[config.mk]
export PLATFORM = sky130hd
export DESIGN_NAME = dm_arbiter
export DESIGN_NICKNAME = d
export VERILOG_FILES = /design/src/rtl/dm_arbiter.sv
export SDC_FILE = /design/constraint.sdc
export NUM_CORES = 1
export LEC_CHECK = 0
export ABC_AREA = 1
export CORE_ASPECT_RATIO = 1.4
export CORE_MARGIN = 4
export CORE_UTILIZATION = 30
export CTS_CLUSTER_SIZE = 28
export DETAILED_ROUTE_END_ITERATION = 6
export GPL_TIMING_DRIVEN = 1
export PLACE_DENSITY_LB_ADDON = 0.2
export SLEW_MARGIN = 20
export SYNTH_ARGS = -nofsm -noshare
export SYNTH_HDL_FRONTEND = slang
export SYNTH_SLANG_ARGS = --single-unit
[constraint.sdc]
create_clock -name clk -period 1.6 [get_ports clk]
set_input_delay 0.32 -clock clk [delete_from_list [all_inputs] [get_ports clk]]
set_output_delay 0.32 -clock clk [all_outputs]
set_load 0.03 [all_outputs]
[src/rtl/dm_arbiter.sv]
// Two-port round-robin arbiter in front of a single-port data memory; reads return 2 cycles after request.
// Optional DM_ARBITER_LOCK_EN adds lock0/lock1 so the current owner can keep re-granting itself.
`ifndef INSTR_WORD_WIDTH
  `define INSTR_WORD_WIDTH 16
`endif
`ifndef DATA_WIDTH
  `define DATA_WIDTH 32
`endif

module dm_arbiter #(
  parameter int ADDRESS_WIDTH = `INSTR_WORD_WIDTH,
  parameter int DATA_WIDTH    = `DATA_WIDTH
) (
  input  logic                     clk,
  input  logic                     rst,
  input  logic                     req0,
  input  logic                     req1,
  input  logic                     we0,
  input  logic                     we1,
  input  logic [ADDRESS_WIDTH-1:0] addr0,
  input  logic [ADDRESS_WIDTH-1:0] addr1,
  input  logic [DATA_WIDTH-1:0]    wdata0,
  input  logic [DATA_WIDTH-1:0]    wdata1,
`ifdef DM_ARBITER_LOCK_EN
  input  logic                     lock0,
  input  logic                     lock1,
`endif
  output logic                     gnt0,
  output logic                     gnt1,
  output logic                     rvalid0,
  output logic                     rvalid1,
  output logic [DATA_WIDTH-1:0]    rdata0,
  output logic [DATA_WIDTH-1:0]    rdata1,
  output logic                     mem_wr,
  output logic [ADDRESS_WIDTH-1:0] mem_addr,
  output logic [DATA_WIDTH-1:0]    mem_wdata,
  input  logic [DATA_WIDTH-1:0]    mem_rdata,
  output logic                     busy
);

  localparam logic ST_IDLE = 1'b0;
  localparam logic ST_ACC  = 1'b1;

  logic                     state_q, state_d;
  logic                     owner_q, owner_d;
  logic                     we_q, we_d;
  logic                     last_q, last_d;
  logic [ADDRESS_WIDTH-1:0] addr_q, addr_d;
  logic [DATA_WIDTH-1:0]    wdata_q, wdata_d;
  logic [DATA_WIDTH-1:0]    rdata0_q, rdata1_q;
  logic                     rvalid0_q, rvalid1_q;
  logic                     acc, hold0, hold1, elig0, elig1, win;

  assign acc = (state_q == ST_ACC);

`ifdef DM_ARBITER_LOCK_EN
  assign hold0 = acc & ~owner_q & req0 & lock0;
  assign hold1 = acc &  owner_q & req1 & lock1;
`else
  assign hold0 = 1'b0;
  assign hold1 = 1'b0;
`endif

  // The owner's req is still high during its own grant cycle, so mask it unless locked.
  assign elig0 = req0 & ~(acc & ~owner_q & ~hold0);
  assign elig1 = req1 & ~(acc &  owner_q & ~hold1);

  always_comb begin
    state_d = ST_IDLE;
    owner_d = owner_q;
    we_d    = we_q;
    last_d  = last_q;
    addr_d  = addr_q;
    wdata_d = wdata_q;
    if (hold0 | hold1)      win = owner_q;
    else if (elig0 & elig1) win = ~last_q;
    else                    win = elig1;
    if (elig0 | elig1) begin
      state_d = ST_ACC;
      owner_d = win;
      last_d  = win;
      we_d    = win ? we1 : we0;
      addr_d  = win ? addr1 : addr0;
      wdata_d = win ? wdata1 : wdata0;
    end
  end

  always_ff @(posedge clk) begin
    if (rst) begin
      state_q   <= ST_IDLE;
      owner_q   <= 1'b0;
      we_q      <= 1'b0;
      last_q    <= 1'b1;
      addr_q    <= '0;
      wdata_q   <= '0;
      rdata0_q  <= '0;
      rdata1_q  <= '0;
      rvalid0_q <= 1'b0;
      rvalid1_q <= 1'b0;
    end else begin
      state_q   <= state_d;
      owner_q   <= owner_d;
      we_q      <= we_d;
      last_q    <= last_d;
      addr_q    <= addr_d;
      wdata_q   <= wdata_d;
      rvalid0_q <= acc & ~we_q & ~owner_q;
      rvalid1_q <= acc & ~we_q &  owner_q;
      if (acc & ~we_q & ~owner_q) rdata0_q <= mem_rdata;
      if (acc & ~we_q &  owner_q) rdata1_q <= mem_rdata;
    end
  end

  assign gnt0      = acc & ~owner_q & ~rst;
  assign gnt1      = acc &  owner_q & ~rst;
  assign mem_wr    = acc & we_q & ~rst;
  assign mem_addr  = addr_q;
  assign mem_wdata = wdata_q;
  assign rdata0    = rdata0_q;
  assign rdata1    = rdata1_q;
  assign rvalid0   = rvalid0_q;
  assign rvalid1   = rvalid1_q;
  assign busy      = acc;

endmodule
# == Yosys cells after proc, flatten, opt, wreduce, memory -nomap -nowiden ==
# Cells that the tools add are included.
# totals
elab_cells,34
input_bits,134
regBits,118
out_inout_bits,118
# classes
n_bitwise,19
n_mux,5
# op_table
operator,n
32-bit two-way mux,1
16-bit two-way mux,1
1-bit AND,12
1-bit NOT,6
1-bit two-way mux,3
1-bit bitwise OR,1

# == Depth between registers and ports, before layout ==
# logic_depth
depth_word,7
ltp_mapped,9
mapped_depth_nobuf,7

# == Least setup slack after synthesis ==
# OpenSTA, ideal clock, no wires.
# synth_timing
path_kind,register to output
from,register state_q (netlist: busy)
to,output gnt0
t_arrival_ns,1.114
path_buffers,0
path_stages_with_launch,3
setup_slack_ns,0.166
cell_sequence,dfxtp_1 > nand2_2 > nor2_1
# synth_between
elab_chain_cells,2
# synth_lines
element,line_no,source
from (decl),44,"logic state_q, state_d;"
from (signal assigned),101,state_q <= state_d;
1-bit AND (2 in series),114,assign gnt0 = acc & ~owner_q & ~rst;
to (decl),28,"output logic gnt0,"
# Every way passes these cells.

# == Worst setup path after layout ==
# layout_timing
from,input rst
to,output gnt0
# layout_between
elab_chain_cells,2
# layout_lines
element,line_no,source
from (decl),15,"input logic rst,"
1-bit NOT,114,
1-bit AND,114,
# Every way passes these cells.

==> impl_metrics.prom <==
# TYPE chip_impl_metric gauge
chip_impl_info{name="outcome",value="complete, no violations"} 1
chip_impl_info{name="hp-class",value="flop to flop"} 1
chip_impl_metric{name="wire_length_reported_by_the_detailed_router",unit="um"} 15370
chip_impl_info{name="timing.critical_path.to_type",value="output pin"} 1
chip_impl_metric{name="worstPathArrival",unit="ps"} 1220
chip_impl_metric{name="setup_viol",unit=""} 0
chip_impl_metric{name="worst_ep_required_time",unit="ps"} 1280
chip_impl_metric{name="grt.total_usage",unit="%"} 16.52
chip_impl_metric{name="grt_overflow",unit=""} 0
chip_impl_metric{name="gp_congestion",unit=""} 0.7606
chip_impl_metric{name="power.density",unit="mW/mm^2"} 1098
chip_impl_info{name="synth_area_leaders",value="sky130_fd_sc_hd__dfxtp_1 47%, sky130_fd_sc_hd__nand2_1 11%, sky130_fd_sc_hd__nand3_1 10%"} 1
chip_impl_metric{name="grt_first_pass_wirelength",unit="um"} 24850
chip_impl_metric{name="number_of_cts_inserted_buffers",unit=""} 17
chip_impl_metric{name="post-route-min-period",unit="ps"} 1543
chip_impl_metric{name="viasPerCell",unit=""} 4.330
chip_impl_metric{name="initial_core_util",unit="%"} 30.71
chip_impl_metric{name="filler_cell_count",unit=""} 1710
chip_impl_metric{name="finalHoldWorstSlack",unit="ps"} 437.9
chip_impl_info{name="most_frequent_cells_in_the_layout",value="150 x sky130_fd_sc_hd__nand2_1, 133 x sky130_fd_sc_hd__inv_1, 133 x sky130_fd_sc_hd__clkdlybuf4s50_1, 117 x sky130_fd_sc_hd__dfxtp_1, 114 x sky130_fd_sc_hd__dlygate4sd2_1"} 1
chip_impl_metric{name="syn-cell-area",unit="mm^2"} 0.004987
chip_impl_metric{name="final_cell_count_no_fill",unit=""} 1181
chip_impl_metric{name="tightest_slew",unit="ps"} 379.7
chip_impl_metric{name="finalHoldViolations",unit=""} 0
chip_impl_metric{name="period_share",unit="%"} 96.47
chip_impl_metric{name="timing.clock.skew",unit="ps"} 12.88
chip_impl_info{name="critical_setup_path_class",value="input pin to output pin"} 1
chip_impl_metric{name="synth_cells",unit=""} 726
chip_impl_metric{name="layout-area-overhead-vs-synth",unit="%"} 65.28
chip_impl_info{name="cp-start-kind",value="input pin"} 1
chip_impl_info{name="layout.cells.most_common",value="sky130_fd_sc_hd__nand2_1"} 1
chip_impl_metric{name="final_core_utilization",unit="%"} 50.75
chip_impl_info{name="root_buffer",value="sky130_fd_sc_hd__clkbuf_16"} 1
chip_impl_info{name="netlist.top_cell.by_area",value="sky130_fd_sc_hd__dfxtp_1"} 1
chip_impl_metric{name="max-vdd-ir-drop",unit="uV"} 601.4
chip_impl_metric{name="clock_pin_slew_of_the_registers_on_the_worst_case_setup_and_hold_paths",unit="ps"} 60
chip_impl_info{name="crit_path_slowest_cell",value="sky130_fd_sc_hd__clkdlybuf4s50_1"} 1
chip_impl_metric{name="route.antenna.remaining_nets",unit=""} 0
chip_impl_metric{name="max_stage_delay",unit="ps"} 460
chip_impl_metric{name="synth_sequential_area_ratio",unit="%"} 47.37
chip_impl_metric{name="critPathMaxFanout",unit=""} 4
chip_impl_metric{name="floorplan.rows",unit=""} 55
chip_impl_metric{name="drive_above_1_share",unit="%"} 7.026
chip_impl_metric{name="grt_pass1_vias",unit=""} 4979
chip_impl_metric{name="cts-htree-levels",unit=""} 4
chip_impl_info{name="rsz0062_at_grt",value="no"} 1
chip_impl_info{name="path_cells",value="clkdlybuf4s50_1, buf_6, nor2_1, buf_4"} 1
chip_impl_metric{name="clkLatencyLatePin",unit="ps"} 400
chip_impl_metric{name="detailroute.via_count",unit=""} 5114
chip_impl_metric{name="synthDominantCellAreaShare",unit="%"} 47.37
chip_impl_metric{name="clockBufferDepth",unit=""} 2
chip_impl_metric{name="io_pins",unit=""} 252
chip_impl_metric{name="maxCapViolations",unit=""} 0
chip_impl_metric{name="design.die.area",unit="mm^2"} 0.01878
chip_impl_metric{name="post_cts_setup_inserts",unit=""} 0
chip_impl_metric{name="clock.fmax",unit="GHz"} 0.6479
chip_impl_metric{name="worst_slew_margin_rel",unit="%"} 74.69
chip_impl_metric{name="slew_viol_final",unit=""} 0
chip_impl_metric{name="detail_route.wl_per_cell",unit="um"} 13.01
chip_impl_metric{name="antenna_found_initial",unit=""} 0
chip_impl_metric{name="post-route-cell-area",unit="mm^2"} 0.008243
chip_impl_metric{name="cts_num_sinks",unit=""} 118
chip_impl_metric{name="yosys_warnings",unit=""} 0
chip_impl_metric{name="die-width",unit="um"} 117.0
chip_impl_metric{name="layout.nets",unit=""} 1103
chip_impl_metric{name="placed_cell_area",unit="mm^2"} 0.007785
chip_impl_metric{name="floorplan.core_area",unit="mm^2"} 0.01624
chip_impl_metric{name="power_leakage",unit="nW"} 4.326
chip_impl_metric{name="synth_nets",unit=""} 860
chip_impl_info{name="tritoncts_clock_tree",value="done"} 1
chip_impl_metric{name="drt_pre_antenna_iters",unit=""} 4
chip_impl_metric{name="post_cts_hold_buffer_count",unit=""} 0
chip_impl_metric{name="place.detailed.hpwl",unit="um"} 11220
chip_impl_metric{name="die_y",unit="um"} 160.6
chip_impl_metric{name="remaining_drcs",unit=""} 0
chip_impl_metric{name="ys_seq_elements",unit=""} 118
chip_impl_metric{name="placement.io_buffers",unit=""} 251
chip_impl_metric{name="synth.lib_cells_used.distinct",unit=""} 18
chip_impl_metric{name="n_antenna_cell",unit=""} 0
chip_impl_metric{name="worstRegToRegCells",unit=""} 8
chip_impl_metric{name="placedCellCount",unit=""} 1149
chip_impl_metric{name="report.power.total",unit="W"} 0.009047
chip_impl_metric{name="hold_depth",unit=""} 2
chip_impl_metric{name="grt_start_max_net_pins",unit=""} 66
chip_impl_metric{name="synthesis.area_per_instance",unit="um^2"} 6.870
chip_impl_metric{name="1st_iter_drt_viols",unit=""} 227
[per-stage QoR]
step                 TNS [ps]  setup slack, ps
detailed placement     -395.1           -35.80
floorplan                   0            165.9
finish                      0            56.51
CTS                         0            6.146
global placement    -0.005773        -0.005773
global route                0           0.1028
[cells in the mapped netlist]
cell type	count
sky130_fd_sc_hd__o21ai_1	4
sky130_fd_sc_hd__clkbuf_2	1
sky130_fd_sc_hd__nand2_2	5
sky130_fd_sc_hd__o21ai_0	60
sky130_fd_sc_hd__a21oi_2	1
sky130_fd_sc_hd__clkbuf_1	19
sky130_fd_sc_hd__inv_1	134
sky130_fd_sc_hd__inv_2	2
sky130_fd_sc_hd__nand2_1	150
sky130_fd_sc_hd__nor2_1	69
sky130_fd_sc_hd__buf_6	4
sky130_fd_sc_hd__nand3_2	1
sky130_fd_sc_hd__a21oi_1	33
sky130_fd_sc_hd__buf_4	3
sky130_fd_sc_hd__buf_2	19
sky130_fd_sc_hd__nand3_1	101
sky130_fd_sc_hd__dfxtp_1	118
sky130_fd_sc_hd__nor2_2	2
[final timing paths]
kind | end | slack, ps | startpoint
worst min-delay path | rdata0[5] | 440 | rdata0[5]
worst max-delay path | gnt0 | 60 | rst
worst max register to register | mem_wdata[8] | 290 | owner_q
worst min register to register | rdata0[5] | 440 | rdata0[5]
[metal layers]
layer / vias up / GRT usage (%) / share of wire [%]
met3: 15 / 6.370 / 8.8
met5: - / 0 / 0
met2: 184 / 27.91 / 48
li1: 2713 / - / -
met1: 2202 / 19.10 / 41
met4: 0 / 4.956 / 1.6
[layout make-up]
cell class | count | area [um^2] | share of cell area, %
inverter | 136 | 510.5 | 6.193
timing repair buffer | 270 | 2631 | 31.92
sequential | 118 | 2364 | 28.67
multi-input combinational | 426 | 1893 | 22.97
clock buffer | 17 | 425.4 | 5.161
clock inverter | 15 | 170.2 | 2.064
tap | 199 | 249.0 | 3.021
[cells by family (layout without fill, tap and decap cells)]
kind of cell	count (synthesis)	count (layout)	synth area share, %
simple gates	328	328	27.70
buf+inv	182	438	15.03
flops	118	118	47.37
compound gates	98	98	9.910
[worst max-delay path: cells and delay by family]
family / cells / cell delay [ps]
buffers and inverters: 3 / 790
and+or+nand+nor: 1 / 110
[where the power goes]
part / internal (W) / switching, W / total, W
Clock: 0.00233 / 0.00149 / 0.00382
Combinational: 0.000789 / 0.00113 / 0.00192
Sequential: 0.00319 / 0.000116 / 0.00331
[flip-flops by register name (all words and copies together), names as in the netlist, 16 cells and up]
name / flops
mem_addr: 16
rdata1: 32
mem_wdata: 32
rdata0: 32
[repair_timing]
action / 4_1_cts / 5_1_grt
hold endpoints to repair: 0 / 0
resized for setup: 114 / 3
pin swaps: 0 / 0
endpoints found under the setup margin: 114 / 2
Power figures use the tool's default switching activity.
